## src/rtl/jzjpcc_mem_pkg.sv

```systemverilog
// Shared types and helpers for the load/store sequencer.
package jzjpcc_mem_pkg;

    typedef enum logic [1:0] {
        ST_IDLE  = 2'd0,
        ST_BEAT0 = 2'd1,
        ST_BEAT1 = 2'd2,
        ST_RESP  = 2'd3
    } mem_state_t;

    // funct3[1:0] access-size encodings
    localparam logic [1:0] SZ_B = 2'b00;
    localparam logic [1:0] SZ_H = 2'b01;
    localparam logic [1:0] SZ_W = 2'b10;
    localparam logic [1:0] SZ_D = 2'b11;

    // Byte count of an access: 1, 2, 4 or 8.
    function automatic logic [3:0] size_bytes(input logic [1:0] sz);
        return 4'd1 << sz;
    endfunction

endpackage

```

## src/rtl/jzjpcc_mem_lane_formatter.sv

```systemverilog
// Combinational lane formatter: places an n-byte value starting at word
// offset off across two consecutive bus words, in bus lane order.
module jzjpcc_mem_lane_formatter
    import jzjpcc_mem_pkg::*;
#(
    parameter int XLEN  = 32,
    parameter int BYTES = XLEN / 8,
    parameter int OFF   = $clog2(XLEN / 8)
) (
    input  logic [OFF-1:0]   i_off,
    input  logic [1:0]       i_size,
    input  logic [XLEN-1:0]  i_value,
    output logic [BYTES-1:0] o_mask0,
    output logic [BYTES-1:0] o_mask1,
    output logic [XLEN-1:0]  o_wdata0,
    output logic [XLEN-1:0]  o_wdata1,
    output logic             o_split
);

    // Little-endian view: byte j of the two-word window lives at bits [8j+:8].
    logic [2*BYTES-1:0] w_lmask;
    logic [2*XLEN-1:0]  w_ldata;
    logic [4:0]         w_end;

    assign w_lmask = (((2*BYTES)'(1) << size_bytes(i_size)) - (2*BYTES)'(1)) << i_off;
    assign w_ldata = (2*XLEN)'(i_value) << {i_off, 3'b000};
    assign w_end   = 5'(i_off) + 5'(size_bytes(i_size));
    assign o_split = (w_end > 5'(BYTES));

    // Byte-swap each half into bus order: offset k sits at the MSB end.
    always_comb begin
        o_mask0  = '0;
        o_mask1  = '0;
        o_wdata0 = '0;
        o_wdata1 = '0;
        for (int k = 0; k < BYTES; k++) begin
            o_mask0[BYTES-1-k]          = w_lmask[k];
            o_mask1[BYTES-1-k]          = w_lmask[BYTES+k];
            o_wdata0[XLEN-1-8*k -: 8]   = w_ldata[8*k +: 8];
            o_wdata1[XLEN-1-8*k -: 8]   = w_ldata[XLEN+8*k +: 8];
        end
    end

endmodule

```

## src/rtl/jzjpcc_mem_sequencer.sv

```systemverilog
// Handshaked load/store sequencer: splits misaligned accesses into two
// aligned beats, merges load bytes and sign/zero-extends the result.
module jzjpcc_mem_sequencer
    import jzjpcc_mem_pkg::*;
#(
    parameter int XLEN             = 32,
    parameter int ALLOW_MISALIGNED = 1,
    localparam int BYTES           = XLEN / 8,
    localparam int OFF             = $clog2(XLEN / 8)
) (
    input  logic              clock,
    input  logic              reset_n,
    input  logic              req_valid,
    output logic              req_ready,
    input  logic              req_write,
    input  logic [2:0]        req_funct3,
    input  logic [31:0]       req_address,
    input  logic [XLEN-1:0]   req_wdata,
    output logic              mem_valid,
    input  logic              mem_ready,
    output logic              mem_write,
    output logic [31-OFF:0]   mem_address,
    output logic [BYTES-1:0]  mem_byte_mask,
    output logic [XLEN-1:0]   mem_wdata,
    input  logic [XLEN-1:0]   mem_rdata,
    output logic              resp_valid,
    output logic              resp_error,
    output logic [XLEN-1:0]   resp_rdata
);

    mem_state_t       r_state, w_next;
    logic             r_write, r_err;
    logic [2:0]       r_f3;
    logic [OFF-1:0]   r_off;
    logic [XLEN-1:0]  r_wdata, r_rd0, r_rd1, r_mwd;
    logic [31-OFF:0]  r_addr;
    logic [BYTES-1:0] r_mask;

    logic             w_idle, w_fire, w_illegal, w_misal, w_bad;
    logic [OFF-1:0]   w_f_off;
    logic [1:0]       w_f_size;
    logic [XLEN-1:0]  w_f_val, w_wd0, w_wd1;
    logic [BYTES-1:0] w_m0, w_m1;
    logic             w_split;

    assign w_idle = (r_state == ST_IDLE);
    assign w_fire = w_idle && req_valid;

    assign w_illegal = ((req_funct3[1:0] == SZ_D) && (XLEN == 32)) ||
                       (req_funct3[2] && (req_write || (req_funct3[1:0] == SZ_D) ||
                                          ((XLEN == 32) && (req_funct3[1:0] == SZ_W))));
    assign w_misal   = |(req_address[OFF-1:0] & OFF'(size_bytes(req_funct3[1:0]) - 4'd1));
    assign w_bad     = w_illegal || ((ALLOW_MISALIGNED == 0) && w_misal);

    // One formatter: fed by the live request in IDLE, by the captured one after.
    assign w_f_off  = w_idle ? req_address[OFF-1:0] : r_off;
    assign w_f_size = w_idle ? req_funct3[1:0]      : r_f3[1:0];
    assign w_f_val  = w_idle ? req_wdata            : r_wdata;

    jzjpcc_mem_lane_formatter #(.XLEN(XLEN)) u_fmt (
        .i_off    (w_f_off),
        .i_size   (w_f_size),
        .i_value  (w_f_val),
        .o_mask0  (w_m0),
        .o_mask1  (w_m1),
        .o_wdata0 (w_wd0),
        .o_wdata1 (w_wd1),
        .o_split  (w_split)
    );

    // State register.
    always_ff @(posedge clock or negedge reset_n) begin
        if (!reset_n) r_state <= ST_IDLE;
        else          r_state <= w_next;
    end

    // Next-state logic.
    always_comb begin
        w_next = r_state;
        case (r_state)
            ST_IDLE:  if (req_valid) w_next = w_bad ? ST_RESP : ST_BEAT0;
            ST_BEAT0: if (mem_ready) w_next = w_split ? ST_BEAT1 : ST_RESP;
            ST_BEAT1: if (mem_ready) w_next = ST_RESP;
            default:  w_next = ST_IDLE;
        endcase
    end

    // Request capture, registered beat outputs and read-data latches.
    always_ff @(posedge clock or negedge reset_n) begin
        if (!reset_n) begin
            r_write <= 1'b0;
            r_err   <= 1'b0;
            r_f3    <= '0;
            r_off   <= '0;
            r_wdata <= '0;
            r_rd0   <= '0;
            r_rd1   <= '0;
            r_addr  <= '0;
            r_mask  <= '0;
            r_mwd   <= '0;
        end else begin
            if (w_fire) begin
                r_write <= req_write;
                r_err   <= w_bad;
                r_f3    <= req_funct3;
                r_off   <= req_address[OFF-1:0];
                r_wdata <= req_wdata;
                if (!w_bad) begin
                    r_addr <= req_address[31:OFF];
                    r_mask <= w_m0;
                    r_mwd  <= req_write ? w_wd0 : '0;
                end
            end else if ((r_state == ST_BEAT0) && mem_ready) begin
                r_rd0 <= mem_rdata;
                if (w_split) begin
                    r_addr <= r_addr + 1'b1;
                    r_mask <= w_m1;
                    r_mwd  <= r_write ? w_wd1 : '0;
                end else begin
                    r_mask <= '0;
                    r_mwd  <= '0;
                end
            end else if ((r_state == ST_BEAT1) && mem_ready) begin
                r_rd1  <= mem_rdata;
                r_mask <= '0;
                r_mwd  <= '0;
            end
        end
    end

    // Load merge: both beats into little-endian order, shift by offset, extend.
    logic [2*XLEN-1:0] w_lin;
    logic [XLEN-1:0]   w_val, w_ext;
    logic              w_sign;
    logic [3:0]        w_n;

    assign w_n = size_bytes(r_f3[1:0]);

    always_comb begin
        w_lin = '0;
        for (int k = 0; k < BYTES; k++) begin
            w_lin[8*k +: 8]      = r_rd0[XLEN-1-8*k -: 8];
            w_lin[XLEN+8*k +: 8] = r_rd1[XLEN-1-8*k -: 8];
        end
        w_val = XLEN'(w_lin >> {r_off, 3'b000});
        case (r_f3[1:0])
            SZ_B:    w_sign = w_val[7];
            SZ_H:    w_sign = w_val[15];
            SZ_W:    w_sign = w_val[31];
            default: w_sign = w_val[XLEN-1];
        endcase
        w_sign = w_sign && !r_f3[2];
        w_ext  = '0;
        for (int k = 0; k < BYTES; k++)
            w_ext[8*k +: 8] = (k < int'(w_n)) ? w_val[8*k +: 8] : {8{w_sign}};
    end

    assign req_ready     = w_idle;
    assign mem_valid     = (r_state == ST_BEAT0) || (r_state == ST_BEAT1);
    assign mem_write     = mem_valid && r_write;
    assign mem_address   = r_addr;
    assign mem_byte_mask = r_mask;
    assign mem_wdata     = r_mwd;
    assign resp_valid    = (r_state == ST_RESP);
    assign resp_error    = resp_valid && r_err;
    assign resp_rdata    = (resp_valid && !r_err && !r_write) ? w_ext : '0;

endmodule
```

## config.mk

```make
export PLATFORM = sky130hd
export DESIGN_NAME = jzjpcc_mem_sequencer
export DESIGN_NICKNAME = d
export VERILOG_FILES = /design/src/rtl/jzjpcc_mem_pkg.sv /design/src/rtl/jzjpcc_mem_lane_formatter.sv /design/src/rtl/jzjpcc_mem_sequencer.sv
export SDC_FILE = /design/constraint.sdc
export NUM_CORES = 1
export LEC_CHECK = 0
export CAP_MARGIN = 20
export CORE_MARGIN = 2
export CORE_UTILIZATION = 50
export DETAILED_ROUTE_END_ITERATION = 8
export DONT_BUFFER_PORTS = 1
export GPL_ROUTABILITY_DRIVEN = 0
export PLACE_DENSITY_LB_ADDON = 0.1
export SLEW_MARGIN = 0
export SYNTH_ARGS = -nofsm -noshare
export SYNTH_HDL_FRONTEND = slang
export SYNTH_HIERARCHICAL = 1
export SYNTH_SLANG_ARGS = --single-unit
```

## constraint.sdc

```tcl
create_clock -name clock -period 4.9 [get_ports clock]
set_input_delay 0.98 -clock clock [delete_from_list [all_inputs] [get_ports clock]]
set_output_delay 0.98 -clock clock [all_outputs]
set_load 0.03 [all_outputs]
```

==> flow_summary.json <==
{
  "tns_ns": 0,
  "worst-r2r-cell-count": 16,
  "clkTransAtPathRegs_ns": 0.06,
  "drtPass1Iterations": 6,
  "cts_tree": "built",
  "root_buffer": "clkbuf_16",
  "netlist.area_leader.share_pct": 41.3,
  "overflow": 0,
  "path_class": "flip-flop to flip-flop",
  "grt_pass1_wl_um": 40400,
  "grt_max_degree": 164,
  "crit_fanout": 28,
  "cts_made_buffers": 17,
  "ir_drop_v": 0.000416,
  "routed_wl_um": 25800,
  "syn_inst": 1005,
  "place_area_um2": 9870,
  "detailed_place_hpwl_um": 17700,
  "crit_required_ns": 5.26,
  "cts_setup_buffers": 0,
  "num_vias": 7323,
  "p_per_area_nw_per_um2": 756,
  "synth-seq-area-share_pct": 41.3,
  "p_leak_nw": 4.57,
  "first_global_vias": 7000,
  "layout.nets": 1075,
  "cap_viol_max_count": 0,
  "status": "finished, final reports clean",
  "drc": 0,
  "drtIter0Drc": 485,
  "syn_avg_cell_area_um2": 9.83,
  "fp-row-count": 51,
  "synth_area_leaders": "dfrtp_1, mux2_2, nand2_1",
  "tightest_slew_ns": 1.03,
  "yosysTopAreaCell": "dfrtp_1",
  "clock_skew_ns": 0.00736,
  "slew_headroom_pct": 31.5,
  "finalSetupViolCount": 0,
  "antenna_found_initial": 0,
  "arrival_ns": 4.39,
  "cts.sinks": 163,
  "hold_buffers": 0,
  "hold_viol_final": 0,
  "ant_nets": 0,
  "drive_above_1_share_pct": 19.5,
  "grtUsageTotal_pct": 25.2,
  "insertion_delay_ns": 0.44,
  "post-route-period-util_pct": 82.2,
  "diodes": 0,
  "fmax_mhz": 248,
  "rsz0062_at_grt": "false",
  "vias_per_cell": 5.91,
  "rr_endpoint": "mem_address[10]",
  "ctsResizeCount": 0,
  "coreArea_um2": 19400,
  "ys_types": 70,
  "hp-class": "input pin to async pin",
  "die_x_um": 145,
  "end_kind": "flip-flop",
  "die_area_um2": 20900,
  "slew_violations": 0,
  "fp.dieH_um": 145,
  "async_flop_share_pct": 100,
  "htreeDepth": 4,
  "min_period_ns": 4.03,
  "reg2reg_slack_ns": 0.87,
  "cp-start-kind": "flip-flop",
  "synth.most_common_cell": "nand2_1",
  "synth_edf_count": 0,
  "io_pins": 207,
  "p_total_mw": 7.93,
  "rr_startpoint": "r_state[0]",
  "utilization_pct": 54.0,
  "avgRoutedWirePerCell_um": 20.8,
  "netlist_area_um2": 9880,
  "port_buffers": 0,
  "yosys_warnings": 6,
  "ys.flop_type": "dfrtp_1",
  "ys_ff_latch": 163,
  "area_growth_syn_to_layout_pct": 6.05,
  "design_area_um2": 10500,
  "initial_core_util_pct": 50.9,
  "synthTopCellsByCount": "nand2_1, dfrtp_1, mux2_2, nor2_1, o21ai_0",
  "cts_buffer_depth": 2
}
layer usage:
layer	share of wire (%)	GRT usage [%]
met2	44	37.5
met1	45	35.3
met5	0	0
met3	9.2	8.38
met4	1.6	7.05
stage by stage:
step | setup WS [ns] | hold slack (ns) | cells
floorplan | 1.12 | 0.442 | 1012
global placement | 0.977 | 0.453 | 1208
detailed placement | 0.886 | 0.458 | 1208
CTS | 0.839 | 0.229 | 1240
global route | 0.584 | 0.220 | 1240
finish | 0.872 | 0.236 | 1240
layout make-up:
class	count	area, um2
clock buffer	21	460
sequential	163	4080
timing repair buffer	15	113
inverter	25	93.8
clock inverter	11	151
multi-input combinational	740	5250
tap	265	332
fill	1803	8920
kinds of logic after synthesis:
family / after synthesis / synth area share, %
DFF: 163 / 41.3
muxes: 159 / 21.9
buffers and inverters: 109 / 5.98
AOI/OAI and AO/OA: 212 / 13.5
adders and majority gates: 9 / 1.22
and+or+nand+nor: 352 / 16.1
other: 1 / 0.0380
critical path, stage by stage, from the launching register on:
cell and delay [ns]:
dfrtp_1 0.44, inv_1 0.11, ha_2 0.38, mux2_2 0.46, nor2_1 0.14, ha_1 0.18, inv_1 0.06, fa_1 0.42
nand2b_1 0.10, a21oi_1 0.07, o21ai_1 0.11, inv_1 0.10, or3_4 0.41, nand2_2 0.40, buf_4 0.28, o21ai_0 0.11
a21oi_1 0.17
registers in the layout (all words and copies together), names as in the netlist, 3 cells and up:
| signal | count |
|---|---|
| r_rd0 | 32 |
| r_f3 | 3 |
| r_rd1 | 24 |
| mem_wdata | 32 |
| mem_address | 30 |
| mem_byte_mask | 4 |
| r_wdata | 32 |
where the power goes:
part | switching, mW | total [mW] | internal, mW
combinational | 2.03 | 3.65 | 1.62
sequential | 0.948 | 2.87 | 1.92
clock | 0.569 | 1.40 | 0.832
total | 3.54 | 7.93 | 4.38
worst max-delay path by stage:
stage | startpoint | end | slack (ns) | depth (start not counted)
finish | r_state[0] | mem_address[10] | 0.87 | 16
global route | r_state[0] | mem_address[10] | 0.58 | 16
CTS | r_state[0] | mem_address[10] | 0.84 | 16
detailed placement | r_state[0] | mem_address[14] | 0.89 | 16
global placement | r_state[0] | mem_address[14] | 0.98 | 16
floorplan | r_state[0] | mem_wdata[10] | 1.12 | 18
cells in the final DEF (no fill, tap or decap), types with 7 or more instances in the layout:
cell type / netlist / final
inv_1: 24 / 24
mux2_2: 92 / 92
nand3_1: 13 / 13
mux2i_1: 32 / 32
conb_1: 1 / 8
nor2_1: 57 / 57
ha_1: 8 / 7
mux4_2: 27 / 27
nand4_1: 7 / 7
buf_4: 11 / 15
clkbuf_16: 0 / 17
dfrtp_1: 163 / 162
and2_1: 22 / 22
a22oi_1: 36 / 36
nand2_1: 204 / 203
a21oi_1: 48 / 48
o22ai_1: 14 / 14
and3_1: 18 / 18
o21ai_1: 19 / 19
o21ai_0: 51 / 51
Power figures use the tool's default switching activity.
